### src/rtl/gl_cmd_fetch.sv
// GL command fetch/parse stage: walks the command stream in the instruction BRAM and
// emits each command as a header beat followed by payload beats of up to four words.
module gl_cmd_fetch #(
  parameter int unsigned START_ADDR  = 0,
  parameter int unsigned MEM_DEPTH   = 45,
  parameter int unsigned MAX_PAYLOAD = 16
) (
  input  logic         clk,
  input  logic         rst_n,
  input  logic         start,
  output logic [31:0]  addr1,
  output logic [31:0]  addr2,
  input  logic [31:0]  read0,
  input  logic [31:0]  read1,
  input  logic [31:0]  read2,
  input  logic [31:0]  read3,
  input  logic [31:0]  read4,
  output logic         cmd_valid,
  input  logic         cmd_ready,
  output logic         cmd_first,
  output logic         cmd_last,
  output logic [7:0]   cmd_opcode,
  output logic [7:0]   cmd_imm,
  output logic [7:0]   cmd_len,
  output logic [127:0] cmd_data,
  output logic [2:0]   cmd_cnt,
  output logic         busy,
  output logic         done,
  output logic         err
);

  localparam logic [31:0] START_W = 32'(START_ADDR);
  localparam logic [31:0] DEPTH_W = 32'(MEM_DEPTH);
  localparam logic [32:0] DEPTH_X = 33'(MEM_DEPTH);
  localparam logic [7:0]  MAXP_W  = 8'(MAX_PAYLOAD);
  localparam logic [7:0]  OP_FLUSH = 8'h05;

  typedef enum logic [2:0] {IDLE, HDR, PAY, HALT, ERR} state_t;

  state_t      state, state_nxt;
  logic [31:0] pc, pc_nxt;
  logic [7:0]  remain, remain_nxt;
  logic [7:0]  op_q, op_nxt;
  logic [7:0]  len_q, len_nxt;

  logic [7:0]   hdr_len;
  logic [32:0]  hdr_end;
  logic         hdr_fault;
  logic [2:0]   pay_cnt;
  logic [127:0] pay_data;
  logic         unused_hdr;

  assign unused_hdr = ^read0[30:16];

  // Header decode; the 33-bit end address keeps pc+len from wrapping past the depth check.
  assign hdr_len   = read0[31] ? read0[15:8] : 8'd0;
  assign hdr_end   = {1'b0, pc} + {25'd0, hdr_len};
  assign hdr_fault = (pc >= DEPTH_W) || (hdr_len > MAXP_W) || (hdr_end >= DEPTH_X);

  assign pay_cnt  = (remain > 8'd3) ? 3'd4 : remain[2:0];
  assign pay_data = {(pay_cnt >= 3'd1) ? read1 : 32'd0,
                     (pay_cnt >= 3'd2) ? read2 : 32'd0,
                     (pay_cnt >= 3'd3) ? read3 : 32'd0,
                     (pay_cnt >= 3'd4) ? read4 : 32'd0};

  assign addr1 = pc;

  always_ff @(posedge clk or negedge rst_n) begin
    if (!rst_n) begin
      state  <= IDLE;
      pc     <= START_W;
      remain <= 8'd0;
      op_q   <= 8'd0;
      len_q  <= 8'd0;
    end else begin
      state  <= state_nxt;
      pc     <= pc_nxt;
      remain <= remain_nxt;
      op_q   <= op_nxt;
      len_q  <= len_nxt;
    end
  end

  always_comb begin
    state_nxt  = state;
    pc_nxt     = pc;
    remain_nxt = remain;
    op_nxt     = op_q;
    len_nxt    = len_q;
    addr2      = 32'd0;
    cmd_valid  = 1'b0;
    cmd_first  = 1'b0;
    cmd_last   = 1'b0;
    cmd_opcode = 8'd0;
    cmd_imm    = 8'd0;
    cmd_len    = 8'd0;
    cmd_data   = 128'd0;
    cmd_cnt    = 3'd0;
    busy       = 1'b0;
    done       = 1'b0;
    err        = 1'b0;
    case (state)
      IDLE: begin
        if (start) begin
          state_nxt = HDR;
          pc_nxt    = START_W;
        end
      end
      HDR: begin
        busy = 1'b1;
        if (hdr_fault) begin
          state_nxt = ERR;
        end else begin
          cmd_valid  = 1'b1;
          cmd_first  = 1'b1;
          cmd_last   = (hdr_len == 8'd0);
          cmd_opcode = read0[7:0];
          cmd_imm    = read0[31] ? 8'd0 : read0[15:8];
          cmd_len    = hdr_len;
          if (cmd_ready) begin
            op_nxt  = read0[7:0];
            len_nxt = hdr_len;
            pc_nxt  = pc + 32'd1;
            if (hdr_len != 8'd0) begin
              remain_nxt = hdr_len;
              state_nxt  = PAY;
            end else if (read0[7:0] == OP_FLUSH) begin
              state_nxt = HALT;
            end
          end
        end
      end
      PAY: begin
        busy       = 1'b1;
        addr2      = pc;
        cmd_valid  = 1'b1;
        cmd_last   = (remain <= 8'd4);
        cmd_opcode = op_q;
        cmd_len    = len_q;
        cmd_cnt    = pay_cnt;
        cmd_data   = pay_data;
        if (cmd_ready) begin
          pc_nxt     = pc + 32'(pay_cnt);
          remain_nxt = remain - 8'(pay_cnt);
          if (remain <= 8'd4) state_nxt = HDR;
        end
      end
      HALT: begin
        done = 1'b1;
        if (start) begin
          state_nxt = HDR;
          pc_nxt    = START_W;
        end
      end
      ERR: begin
        err = 1'b1;
        if (start) begin
          state_nxt = HDR;
          pc_nxt    = START_W;
        end
      end
      default: state_nxt = IDLE;
    endcase
  end

endmodule

### config.mk
export PLATFORM = sky130hd
export DESIGN_NAME = gl_cmd_fetch
export DESIGN_NICKNAME = d
export VERILOG_FILES = /design/src/rtl/gl_cmd_fetch.sv
export SDC_FILE = /design/constraint.sdc
export NUM_CORES = 1
export LEC_CHECK = 0
export ABC_CLOCK_PERIOD_IN_PS = 4000
export CAP_MARGIN = 30
export CORE_AREA = 5 5 147 149
export CTS_BUF_LIST = sky130_fd_sc_hd__clkbuf_8
export DETAILED_ROUTE_END_ITERATION = 8
export DIE_AREA = 0 0 152 154
export DONT_BUFFER_PORTS = 1
export MAX_ROUTING_LAYER = met4
export PLACE_DENSITY = 0.48
export SYNTH_ARGS = -nofsm -noshare
export SYNTH_HDL_FRONTEND = slang
export SYNTH_SLANG_ARGS = --single-unit
### constraint.sdc
create_clock -name clk -period 4 [get_ports clk]
set_input_delay 0.4 -clock clk [delete_from_list [all_inputs] [get_ports clk]]
set_output_delay 0.4 -clock clk [all_outputs]
set_load 0.01 [all_outputs]
Word-level counts from Yosys, hierarchy flattened
Index checks and enable logic that the tools add are counted.
- register bits after elaboration: 59
- latch bits: 0
- bits in writable memories: 0
- memory bits (read-only): 0
- bits of input ports: 164
- output and inout bits: 225
- logic and storage cells: 87
- memories: 0
- add/subtract/negate cells: 4
- multipliers: 0
- div/mod/pow operators: 0
- order comparisons: 9
- equality and inequality tests: 13
- shift operators: 0
- muxes and demuxes: 42
- bitwise logic cells: 1
- reduce and logical (&&, ||, !) cells: 13
- operator list (kind ; number):
    $mux 32 ; 9
    $mux 128 ; 1
    $pmux 32 s3 ; 1
    $mux 8 ; 10
    $pmux 8 s2 ; 3
    $add 32x8->33 ; 1
    $ge 33x6->1 const B ; 1
    $add 32x1->32 const B ; 1
    $add 32x3->32 ; 1
    $ge 32x6->1 const B ; 1
    $mux 3 ; 9
    $reduce_and 5->1 ; 3
    $ne 2x2->1 const B ; 5
    $pmux 3 s3 ; 1
    $eq 8x3->1 const B ; 1
    $gt 8x2->1 const B ; 1
    $gt 8x5->1 const B ; 1
    $le 8x3->1 const B ; 1
    $logic_not 8->1 ; 1
    $reduce_bool 8->1 ; 1
    $sub 8x3->8 ; 1
    $eq 3x2->1 const B ; 2
    $ge 3x2->1 const B ; 2
    $mux 1 ; 6
    other kinds (16) ; 18

Logic depth before layout (Yosys ltp)
Gate-level depths: netlist of run 1.
- depth in word-level cells: 6
- gate-level depth with buffers: 16
- mapped depth without buffers: 14

Least setup slack after synthesis of run 1
Ideal clock, no wire load.
- path type: input to output
- start: in read0[31]
- end: out cmd_len[1]
- data arrival time: 3.405 ns
- data required time: 3.600 ns
- setup slack: 0.195 ns
- stages on the path: 13
- buffers on the path: 2
- cell sequence: clkbuf_1 > and2_1 > ha_1 > inv_1 > fa_1 > nor2b_1 > o21ai_0 > a221o_1 > a21boi_0 > o211ai_1 > nor3_1 > clkbuf_1 > a22o_1
- cells in the longest elaborated chain, start to end: 6
- elaborated cells on any way between the ends: 8
- classes of those cells: 1 x add/sub; 2 x order compare; 3 x mux; 2 x reduce/logical
- ends and longest elaborated chain (item ; line ; text):
    start: declaration ; 13 ; input logic [31:0] read0,
    $mux 8 * ; 56 ; assign hdr_len = read0[31] ? read0[15:8] : 8'd0;
    via hdr_len[0] ; 46 ; logic [7:0] hdr_len;
    $add 32x8->33 or $gt 8x5->1 (tied branches) ; 57, 58 ;
    $ge 33x6->1 or $logic_or 1x1->1 (tied branches) ; 58 ; assign hdr_fault = (pc >= DEPTH_W) || (hdr_len > MAXP_W) || (hdr_end >= DEPTH_X);
    $logic_or 1x1->1 * ; 58 ;
    $mux 8 * ; 111 ; if (hdr_fault) begin
    $pmux 8 s2 * ; 102 ; case (state)
    end: declaration ; 24 ; output logic [7:0] cmd_len,
Mark *: on every way through the listed nets, which the timed path passes. The rest lies on a longest branch.

Worst setup path after layout of run 1
- start: reg pc[0] (netlist: addr1[0])
- end: out cmd_last
- cells in the longest elaborated chain, start to end: 5
- elaborated cells on any way between the ends: 7
- classes of those cells: 1 x add/sub; 2 x order compare; 2 x mux; 2 x reduce/logical
- ends and longest elaborated chain (item ; line ; text):
    start: declaration ; 41 ; logic [31:0] pc, pc_nxt;
    start signal: assignment ; 77 ; pc <= pc_nxt;
    $add 32x8->33 or $ge 32x6->1 (tied branches) ; 57, 58 ;
    $ge 33x6->1 or $logic_or 1x1->1 (tied branches) ; 58 ;
    $logic_or 1x1->1 * ; 58 ;
    $mux 1 * ; 111 ;
    $pmux 1 s2 * ; 102 ;
    end: declaration ; 21 ; output logic cmd_last,
Every way passes the cells marked *; elsewhere a longest branch is shown, timed or not.

==> summary.md, run 1 <==
| Metric | Value |
|---|---|
| Number of pins exceeding their max-slew limit in the final report | 0 |
| Critical path class | register to primary output |
| Filler-free cell count of the finished design | 954 |
| Endpoint kind of the worst setup timing path | primary output |
| Cts bufs inserted | 9 |
| Power density over the cells | 467 nW/µm² |
| Post-synth net total | 824 |
| CTS tree | yes |
| Initial DRT Pass Iterations | 5 |
| Wire length of the first global-routing pass | 36800 µm |
| Area added between synthesis and finish | 14.3% |
| Hold wc startpoint | read0[7] |
| Clock slew seen by the registers of the worst setup and hold paths | 0.07 ns |
| Cell chosen for the clock root | sky130_fd_sc_hd__clkbuf_8 |
| Fin crit period | 3.77 ns |
| Worst slew margin relative to its limit | 0.404 |
| Core region area | 20000 µm² |
| Final RePlAce weighted congestion | 0.908 |
| Detail Route Antenna Nets | 0 |
| Distinct cell type count of the synthesized netlist | 68 |
| H-tree Lvls | 3 |
| Max stage delay on crit path | 0.44 ns |
| Number of cells in the design after placement | 906 |
| Fraction of layout instances using a drive strength above 1 | 0.122 |
| TritonCTS sink count | 59 |
| Main synth FF type | sky130_fd_sc_hd__dfrtp_1 |
| Vias after detailed routing | 5107 |
| Register-to-register path setup slack | 0.31 ns |
| Highest achievable clock rate | 0.265 GHz |
| Cell area reported after detailed placement | 5570 µm² |
| Maximum number of pins on one net before global-route repair | 88 |
| Setup Skew | 0.00489 ns |
| Filler cells | 2190 |
| Sequential-to-total area share from yosys stat | 0.287 |
| Buffers added on ports | 0 |
| Crit Path Max Fanout | 7 |
| CP startpoint kind | register |
| Vias/cell | 5.35 |
| Final hold vios | 0 |
| CP max-delay cell | sky130_fd_sc_hd__or3_4 |
| Number of synthesized register bits | 59 |
| Register area | 1480 µm² |
| Required @ worst endpoint | 3.60 ns |
| Die W | 152 µm |
| Clock latency reported for the late side of the worst-skew pair | 0.35 ns |
| Category of cells accounting for the largest share of critical-path delay | compound AO/OA/AOI/OAI gates |
| Capture endpoint of the worst hold path | op_q[7] |
| Number of placement rows | 52 |
| Initial antenna violation count | 39 |
| Global Route Usage Sum | 0.219 |
| Number of ports placed on the die boundary | 389 |
| Outcome | complete, no violations |
| Via count of the first global-routing pass | 4770 |
| Finished Cell Area | 5880 µm² |
| Worst setup slack before clock tree synthesis | 0.0235 ns |
| Half-perimeter wire length of the detailed placement result | 21100 µm |
| Kind of path behind the tightest hold check | input pin to register |
| Cell breakdown of the critical path | ha_1, inv_1, fa_1, nor2b_1, o21ai_0, a221o_1, a31oi_1, xor2_1, buf_4, or3_4, o21ai_1, buf_4 |
| Area of the mapped netlist | 5140 µm² |
| Min setup slack post-route | 0.227 ns |
| Starting utilization of the core area | 0.257 |
| R2R Path End | remain[2] |
| Hold path depth | 1 |
| Aggregate negative setup slack | 0 ns |
| Die ar. | 23400 µm² |
| Maximum capacitance violations | 0 |
| Buffer levels on the longest clock path | 2 |
| Worst VDD drop | 0.000164 V |
| Total congestion overflow | 0 |
| Critical path data arrival time | 3.37 ns |
| Worst path buffer plus inverter count | 3 |
| EDFF count, synth | 0 |
| Final setup vio count | 0 |
| Reg2reg path depth | 13 |
| Launching point of the worst reg2reg path | addr1[0] |
| Die outline height | 154 µm |
| Portion of the clock cycle consumed by the worst path in the final layout | 0.943 |
| Fraction of registers with async set or reset after synthesis | 1.00 |
| Highest-count cells in the layout ignoring fill and taps | sky130_fd_sc_hd__and2_1, sky130_fd_sc_hd__dfrtp_1, sky130_fd_sc_hd__and3_1 |
| Most common cell on crit path | sky130_fd_sc_hd__buf_4 |
| Routed length per placed instance | 27.4 µm |
| Number of nets in the final layout | 828 |
| Area of combinational cells with multiple inputs | 3450 µm² |
| RSZ-0062 raised after global routing | no |
| Pin slew with the least headroom to its limit | 0.894 ns |
| Iter 0 DRT Violations | 516 |
| Most common cell after layout, fill and taps aside | sky130_fd_sc_hd__and2_1 |
| Reported leakage power | 2.70 nW |
| Remaining design rule violation count | 0 |
| Warnings, synthesis | 0 |
| Syn Area/Cell | 7.93 µm² |
| Total routed wirelength | 26200 µm |
| Gate Count Post-Synth | 648 |
-- flip-flops by register name, summed over array words and instances, names as in the netlist --
name / flops
op_q: 8
state: 3
addr1: 32
len_q: 8
remain: 8
-- metrics by stage --
step,hold slack (ns),total power [mW],utilization
finish,0.196,2.75,0.293
global route,0.178,2.96,0.293
CTS,0.182,2.75,0.288
detailed placement,0.106,2.23,0.278
global placement,0.106,2.22,0.277
floorplan,0.104,1.87,-
-- cells by family after synthesis --
group | synth area share
compound gates | 0.156
xor+xnor | 0.0273
fa+ha+maj | 0.0343
buf+inv | 0.0506
flops | 0.287
mux | 0.0365
other cells | 0.000729
simple gates | 0.408
-- synthesized netlist by cell type, drive strengths merged, types with 9 or more instances --
master | count | area, µm²
a21oi | 24 | 131
a22o | 15 | 131
and2 | 149 | 935
and3 | 48 | 300
buf | 9 | 65.1
clkbuf | 39 | 150
dfrtp | 59 | 1480
ha | 10 | 125
inv | 12 | 45.0
mux2 | 12 | 158
nand2 | 44 | 175
nand3 | 25 | 130
nor2 | 45 | 176
nor4 | 13 | 81.3
o211ai | 9 | 67.6
o21ai | 26 | 130
xor2 | 11 | 96.3
-- report_power, final --
group	internal [mW]	switching (mW)	total, mW	leakage (nW)
clock network	0.230	0.252	0.483	0.0945
registers	0.722	0.128	0.849	0.789
logic	0.498	0.916	1.41	1.82
total	1.45	1.30	2.75	2.70
-- how the worst max path moves through the flow --
stage | depth (start not counted) | endpoint | startpoint | slack [ns]
2_1_floorplan | 13 | cmd_len[1] | read0[31] | 0.19
3_3_place_gp | 12 | cmd_imm[6] | read0[8] | 0.007
3_5_place_dp | 12 | cmd_imm[1] | read0[8] | 0.02
4_1_cts | 12 | cmd_last | addr1[0] | 0.08
5_1_grt | 12 | cmd_imm[2] | addr1[0] | 0.01
6_report | 12 | cmd_last | addr1[0] | 0.23
-- what timing repair did --
item | in CTS | in global routing
setup endpoints to repair | 7 | 7
hold buffers | 2 | 0
gates resized for setup | 2 | 1
endpoints found under the hold margin | 59 | 0
buffers inserted | 0 | 2
pin swaps | 0 | 1
-- cell type report --
class	instances	area share
antenna	28	0.0119
clock buffer	10	0.0234
clock inverter	5	0.00383
inverter	12	0.00766
multi-input combinational	529	0.586
sequential	59	0.251
tap	270	0.0575
timing repair buffer	41	0.0581
-- per-layer routing --
| layer | up-vias | track usage | share of wire |
|---|---|---|---|
| li1 | 2320 | - | - |
| met1 | 2454 | 0.241 | 0.38 |
| met2 | 278 | 0.317 | 0.46 |
| met3 | 55 | 0.122 | 0.12 |
| met4 | 0 | 0.109 | 0.034 |
| met5 | - | - | 0 |
-- worst reg2reg max path: stages (launching register included) --
cell and delay, ns:
sky130_fd_sc_hd__dfrtp_1 0.36, sky130_fd_sc_hd__ha_1 0.17, sky130_fd_sc_hd__inv_1 0.05, sky130_fd_sc_hd__fa_1 0.39
sky130_fd_sc_hd__nor2b_1 0.20, sky130_fd_sc_hd__o21ai_0 0.16, sky130_fd_sc_hd__a221o_1 0.39, sky130_fd_sc_hd__a21boi_0 0.23
sky130_fd_sc_hd__o211ai_1 0.16, sky130_fd_sc_hd__buf_4 0.21, sky130_fd_sc_hd__o31ai_4 0.21, sky130_fd_sc_hd__buf_4 0.32
sky130_fd_sc_hd__nand3_2 0.34, sky130_fd_sc_hd__o311a_1 0.39
Power figures use the tool's default switching activity.
==> run 2, diff against run 1 <==
- CTS_BUF_LIST: sky130_fd_sc_hd__clkbuf_8 -> not set
- CTS_CLUSTER_DIAMETER: not set -> 200
- PLACE_DENSITY: 0.48 -> not set
- PLACE_DENSITY_LB_ADDON: not set -> 0.05
==> run 2 against run 1 <==
Compared with the run above: clock power increased by 61%; critical path depth shrank 1; non-clock buffer count down 14; wire length down 9.2%; critical endpoint is now cmd_imm[0]; cell count fell by 3.6%; hold slack improved by 0.011 ns; first-iteration DRC count fell by 0.97%; via count fell by 2.4%; cell area decreased by 1.0%; fmax up 0.37%.
==> summary.md, run 2 (synthesis gave the netlist of run 1 again) <==
| Metric | Value |
|---|---|
| Outcome | complete, no violations |
| Total chip power | 3.02 mW (+10%) |
| Most common cell after layout, fill and taps aside | sky130_fd_sc_hd__and2_1 |
| Via count of the first global-routing pass | 4954 (+3.9%) |
| Remaining design rule violation count | 0 (unchanged) |
| Switching Fraction | 0.444 (-0.0277) |
| Kind of path behind the tightest hold check | input pin to register |
| Maximum number of pins on one net before global-route repair | 64 (-27%) |
| Die outline height | 154 µm (unchanged) |
| Critical path data arrival time | 3.36 ns (about the same) |
| CP startpoint kind | register |
| Fraction of layout instances using a drive strength above 1 | 0.101 (-0.0209) |
| Starting utilization of the core area | 0.257 (unchanged) |
| Final Hold Slack | 0.207 ns (+0.0108 ns) |
| Maximum capacitance violations | 0 (unchanged) |
| Register area | 1480 µm² (unchanged) |
| Buffer levels on the longest clock path | 2 (unchanged) |
| Die W | 152 µm (unchanged) |
| Number of pins exceeding their max-slew limit in the final report | 0 (unchanged) |
| H-tree Lvls | 3 (unchanged) |
| Aggregate negative setup slack | 0 ns (unchanged) |
| Fin crit period | 3.76 ns (-0.0138 ns) |
| Buffers added on ports | 0 (unchanged) |
| RSZ-0062 raised after global routing | no |
| Detail Route Antenna Nets | 0 (unchanged) |
| Initial DRT Pass Iterations | 5 (unchanged) |
| Endpoint kind of the worst setup timing path | primary output |
| Half-perimeter wire length of the detailed placement result | 18700 µm (-11%) |
| Internal power of the cells | 1.68 mW (+16%) |
| Global Route Usage Sum | 0.199 (-0.0191) |
| Part of the total power dissipated in the clock network | 0.258 (+0.082) |
| Portion of the clock cycle consumed by the worst path in the final layout | 0.940 (-0.00345) |
| Register-to-register path setup slack | 0.41 ns (+0.10 ns) |
| Cell chosen for the clock root | sky130_fd_sc_hd__clkbuf_16 |
| Total routed wirelength | 23700 µm (-9.2%) |
| Final setup vio count | 0 (unchanged) |
| Final hold vios | 0 (unchanged) |
| Max FFs per register | 32 (unchanged) |
| Area added between synthesis and finish | 13.2% |
| Cts bufs inserted | 9 (unchanged) |
| Filler cells | 2185 (-0.23%) |
| Vias after detailed routing | 4982 (-2.4%) |
| Vias/cell | 5.42 (+1.2%) |
| Clock slew seen by the registers of the worst setup and hold paths | 0.06 ns (about the same) |
| Area of combinational cells with multiple inputs | 3430 µm² (-0.51%) |
| Power density over the cells | 519 nW/µm² (+11%) |
| Worst slew margin relative to its limit | 0.369 (-0.0352) |
| Die ar. | 23400 µm² (unchanged) |
| Critical path class | register to primary output |
| Iter 0 DRT Violations | 511 (-0.97%) |
| Required @ worst endpoint | 3.60 ns (about the same) |
| TritonCTS sink count | 59 (unchanged) |
| Pin slew with the least headroom to its limit | 0.947 ns (+0.0528 ns) |
| Total congestion overflow | 0 (unchanged) |
| Routed length per placed instance | 25.8 µm (-5.9%) |
| Net switching power | 1.34 mW (+3.5%) |
| CTS tree | yes |
| Highest-count cells in the layout ignoring fill and taps | sky130_fd_sc_hd__and2_1, sky130_fd_sc_hd__dfrtp_1, sky130_fd_sc_hd__and3_1 |
| Crit Path Max Fanout | 6 (-1) |
| Final RePlAce weighted congestion | 0.931 (+2.5%) |
| Sequential share of power | 0.286 (-0.023) |
| Wire length of the first global-routing pass | 35100 µm (-4.8%) |
| Setup Skew | 0.00771 ns (+0.00282 ns) |
| Setup Buffers After CTS | 0 (unchanged) |
| Number of placement rows | 52 (unchanged) |
| Highest achievable clock rate | 0.266 GHz (+0.37%) |
| Fraction of power consumed by combinational cells | 0.456 (-0.059) |
| Number of nets in the final layout | 814 (-1.7%) |
| Number of ports placed on the die boundary | 389 (unchanged) |
| Core region area | 20000 µm² (unchanged) |
| Initial antenna violation count | 12 (-69%) |
| Clock latency reported for the late side of the worst-skew pair | 0.34 ns (about the same) |
| Reported leakage power | 2.68 nW (-0.98%) |
| Worst VDD drop | 0.000200 V (+22%) |
## run 2: cell types whose count changed in the layout (fill, tap and decap cells not counted), moves of 2 or more
| cell | change |
|---|---|
| sky130_fd_sc_hd__diode_2 | -21 |
| sky130_fd_sc_hd__inv_1 | -2 |
| sky130_fd_sc_hd__clkbuf_1 | +2 |
| sky130_fd_sc_hd__buf_4 | -12 |
| sky130_fd_sc_hd__clkbuf_16 | +9 |
| sky130_fd_sc_hd__clkbuf_8 | -10 |
## run 2: worst paths after layout
path,endpoint,cells past startpoint,from
setup / recovery,cmd_imm[0],11,addr1[0]
hold / removal,op_q[4],1,read0[4]
setup reg to reg,remain[2],12,addr1[0]
hold reg to reg,len_q[6],1,len_q[6]
max in group asynchronous,state[0],2,rst_n
min in group asynchronous,addr1[27],2,rst_n
## run 2: routing by layer
| metal | up-vias | wire length [µm] | track usage |
|---|---|---|---|
| li1 | 2268 | - | - |
| met5 | - | 0 | - |
| met1 | 2435 | 9660 | 0.245 |
| met3 | 23 | 2190 | 0.0689 |
| met2 | 256 | 11500 | 0.318 |
| met4 | 0 | 388 | 0.0454 |
## run 2: cell type report
type                    count  area share
multi-input cells         529       0.589
flip-flops and latches     59       0.254
well taps                 270      0.0581
clock buffers              11      0.0400
repair buffers             27      0.0387
clock inverters             5     0.00925
inverters                  12     0.00774
diodes                      7     0.00301
## run 2: what timing repair did
action,4_1_cts,5_1_grt
hold endpoints to repair,59,0
endpoints found under the setup margin,0,4
hold buffers,2,0
gates resized for setup,0,3
## run 2: metrics by stage
stage | utilization | area [µm²] | worst slack (ns) | cells
global placement | 0.273 | 5460 | 0.190 | 894
finish | 0.290 | 5820 | 0.241 | 920
floorplan | - | 5140 | 0.195 | 648
CTS | 0.289 | 5790 | 0.0690 | 913
global route | 0.290 | 5810 | 0.00710 | 916
detailed placement | 0.273 | 5470 | 0.178 | 895
## run 2: power groups by stage
stage,Sequential [mW],Combinational (mW),Clock (mW)
6_report,0.864,1.38,0.778
5_1_grt,0.887,1.53,0.831
4_1_cts,0.865,1.40,0.810
3_5_place_dp,0.873,1.38,0
3_3_place_gp,0.871,1.36,0
2_1_floorplan,0.809,1.06,0
## run 2: worst max-delay path, stage by stage (launching register included)
cell and delay, ns:
sky130_fd_sc_hd__dfrtp_1 0.36, sky130_fd_sc_hd__ha_1 0.18, sky130_fd_sc_hd__inv_1 0.06, sky130_fd_sc_hd__fa_1 0.39
sky130_fd_sc_hd__nor2b_1 0.17, sky130_fd_sc_hd__o21ai_0 0.15, sky130_fd_sc_hd__a221o_1 0.38, sky130_fd_sc_hd__a21boi_0 0.22
sky130_fd_sc_hd__o211ai_1 0.22, sky130_fd_sc_hd__nor4_1 0.45, sky130_fd_sc_hd__buf_4 0.23, sky130_fd_sc_hd__and2_1 0.20
==> run 3, diff against run 2 <==
- CORE_AREA: 5 5 147 149 -> not set
- CORE_MARGIN: not set -> 5
- CORE_UTILIZATION: not set -> 25
- DIE_AREA: 0 0 152 154 -> not set
==> run 3 against run 2 <==
Compared with the run above: clock power shrank 5.7%; die area grew 0.53%; wire length shrank 0.44%; hold slack gained 0.011 ns; sequential power shrank 1%; highest routed layer unchanged.
==> summary.md, run 3 (synthesis gave the netlist of run 1 again) <==
| Metric | Value |
|---|---|
| Final setup vio count | 0 (unchanged) |
| Number of placement rows | 52 (unchanged) |
| Reported leakage power | 2.72 nW (+1.7%) |
| Pin slew with the least headroom to its limit | 0.971 ns (+0.0239 ns) |
| Clock slew seen by the registers of the worst setup and hold paths | 0.05 ns (about the same) |
| Worst VDD drop | 0.000202 V (+1.4%) |
| RSZ-0062 raised after global routing | no |
| Setup Skew | 0.00562 ns (-0.00208 ns) |
| Register area | 1480 µm² (unchanged) |
| Die W | 153 µm (+0.92%) |
| Buffers added on ports | 0 (unchanged) |
| Starting utilization of the core area | 0.254 (-0.00247) |
| Highest-count cells in the layout ignoring fill and taps | sky130_fd_sc_hd__and2_1, sky130_fd_sc_hd__dfrtp_1, sky130_fd_sc_hd__and3_1 |
| Worst slew margin relative to its limit | 0.353 (-0.0159) |
| Endpoint kind of the worst setup timing path | primary output |
| Number of ports placed on the die boundary | 389 (unchanged) |
| Die ar. | 23500 µm² (+0.53%) |
| Category of cells accounting for the largest share of critical-path delay | compound AO/OA/AOI/OAI gates |
| Most common cell after layout, fill and taps aside | sky130_fd_sc_hd__and2_1 |
| Cell breakdown of the critical path | ha_1, inv_1, fa_1, nor2b_1, o21ai_0, a221o_1, a31oi_1, xor2_2, or3_4, o21ai_1, buf_4 |
| Half-perimeter wire length of the detailed placement result | 18700 µm (-0.32%) |
| Total routed wirelength | 23600 µm (-0.44%) |
| Maximum capacitance violations | 0 (unchanged) |
| H-tree Lvls | 3 (unchanged) |
| Area of combinational cells with multiple inputs | 3450 µm² (+0.62%) |
| Vias/cell | 5.39 (-0.42%) |
| Aggregate negative setup slack | 0 ns (unchanged) |
| Fin crit period | 3.71 ns (-0.0482 ns) |
| Final hold vios | 0 (unchanged) |
| Required @ worst endpoint | 3.60 ns (about the same) |
| Clock latency reported for the late side of the worst-skew pair | 0.33 ns (about the same) |
| Critical path data arrival time | 3.31 ns (-0.05 ns) |
| Portion of the clock cycle consumed by the worst path in the final layout | 0.928 (-0.0120) |
| Worst path buffer plus inverter count | 2 (unchanged) |
| Detail Route Antenna Nets | 0 (unchanged) |
| CP max-delay cell | sky130_fd_sc_hd__or3_4 |
| Cts bufs inserted | 9 (unchanged) |
| Via count of the first global-routing pass | 4976 (+0.44%) |
| Total congestion overflow | 0 (unchanged) |
| Initial DRT Pass Iterations | 4 (-1) |
| Area added between synthesis and finish | 15.6% |
| Initial antenna violation count | 15 (+3) |
| Critical path class | register to primary output |
| Number of pins exceeding their max-slew limit in the final report | 0 (unchanged) |
| Core region area | 20200 µm² (+0.97%) |
| Filler cells | 2219 (+1.6%) |
| Number of nets in the final layout | 823 (+1.1%) |
| Cell chosen for the clock root | sky130_fd_sc_hd__clkbuf_16 |
| Highest achievable clock rate | 0.269 GHz (+1.3%) |
| CTS tree | yes |
| TritonCTS sink count | 59 (unchanged) |
| Vias after detailed routing | 5058 (+1.5%) |
| Fraction of layout instances using a drive strength above 1 | 0.117 (+0.0155) |
| Power density over the cells | 507 nW/µm² (-2.3%) |
| Maximum number of pins on one net before global-route repair | 68 (+6.3%) |
| Buffer levels on the longest clock path | 2 (unchanged) |
| Iter 0 DRT Violations | 346 (-32%) |
| Die outline height | 153 µm (-0.39%) |
| CP startpoint kind | register |
| Total chip power | 3.01 mW (-0.23%) |
| Kind of path behind the tightest hold check | input pin to register |
| Global Route Usage Sum | 0.194 (-0.00504) |
| Final RePlAce weighted congestion | 0.923 (-0.86%) |
| Max FFs per register | 32 (unchanged) |
| Max stage delay on crit path | 0.48 ns (+0.03 ns) |
| Outcome | complete, no violations |
| Routed length per placed instance | 25.2 µm (-2.3%) |
| Remaining design rule violation count | 0 (unchanged) |
| Wire length of the first global-routing pass | 34100 µm (-2.8%) |
| Crit Path Max Fanout | 7 (+1) |
run 3: changes by cell type in the layout (fill, tap and decap cells not counted), sizes merged:
| cell | change |
|---|---|
| bufinv | -1 |
| buf | +9 |
| clkinv | -2 |
| diode | +9 |
| clkbuf | +3 |
run 3: path summary, 6_finish.rpt:
kind | start | slack, ns | cells after the start | to
worst max-delay path | addr1[0] | 0.29 | 11 | cmd_last
worst min-delay path | read0[6] | 0.22 | 1 | op_q[6]
worst max register to register | addr1[0] | 0.34 | 12 | remain[2]
worst min register to register | len_q[7] | 0.47 | 1 | len_q[7]
max in group asynchronous | rst_n | 3.11 | 2 | state[1]
min in group asynchronous | rst_n | 0.61 | 2 | addr1[30]
run 3: worst register-to-register path: stages (launching register included):
cell	delay (ns)
sky130_fd_sc_hd__dfrtp_1	0.37
sky130_fd_sc_hd__ha_1	0.18
sky130_fd_sc_hd__inv_1	0.05
sky130_fd_sc_hd__fa_1	0.40
sky130_fd_sc_hd__nor2b_1	0.16
sky130_fd_sc_hd__o21ai_0	0.15
sky130_fd_sc_hd__a221o_1	0.38
sky130_fd_sc_hd__a21boi_0	0.24
sky130_fd_sc_hd__o211ai_1	0.26
sky130_fd_sc_hd__o31ai_4	0.29
sky130_fd_sc_hd__buf_4	0.33
sky130_fd_sc_hd__nand3_2	0.34
sky130_fd_sc_hd__o311a_1	0.40
run 3: layout make-up:
type                            instances  area share
Tap cell                              270      0.0569
Multi-Input combinational cell        529       0.581
Antenna cell                           16     0.00674
Sequential cell                        59       0.249
Clock buffer                           14      0.0444
Clock inverter                          2     0.00168
Timing Repair Buffer                   36      0.0533
Inverter                               12     0.00758
run 3: metal layers:
layer	global-route usage	vias to the layer above	wire, µm
li1	-	2293	-
met1	0.241	2446	9890
met2	0.296	289	11000
met3	0.0676	30	2090
met4	0.0669	0	664
met5	-	-	0
run 3: repair_timing:
action,in CTS,in global routing
resized for setup,1,4
hold buffers,2,0
hold endpoints to repair,59,0
setup buffers,0,1
setup endpoints to repair,16,18
pin swaps,0,1
run 3: power by group:
group	leakage (nW)	internal (mW)	switching, mW
combinational	1.80	0.505	0.919
clock	0.137	0.452	0.282
sequential	0.789	0.723	0.132
total	2.72	1.68	1.33
run 3: through the flow:
stage	instances	area (µm²)	hold slack [ns]	util	worst slack [ns]
after global routing	934	5930	0.204	0.293	0.0193
after floorplan	648	5140	0.104	-	0.195
after detailed placement	902	5530	0.107	0.273	-0.131
after global placement	900	5510	0.107	0.272	0.0728
after CTS	920	5850	0.202	0.289	0.0636
final	938	5940	0.218	0.294	0.289
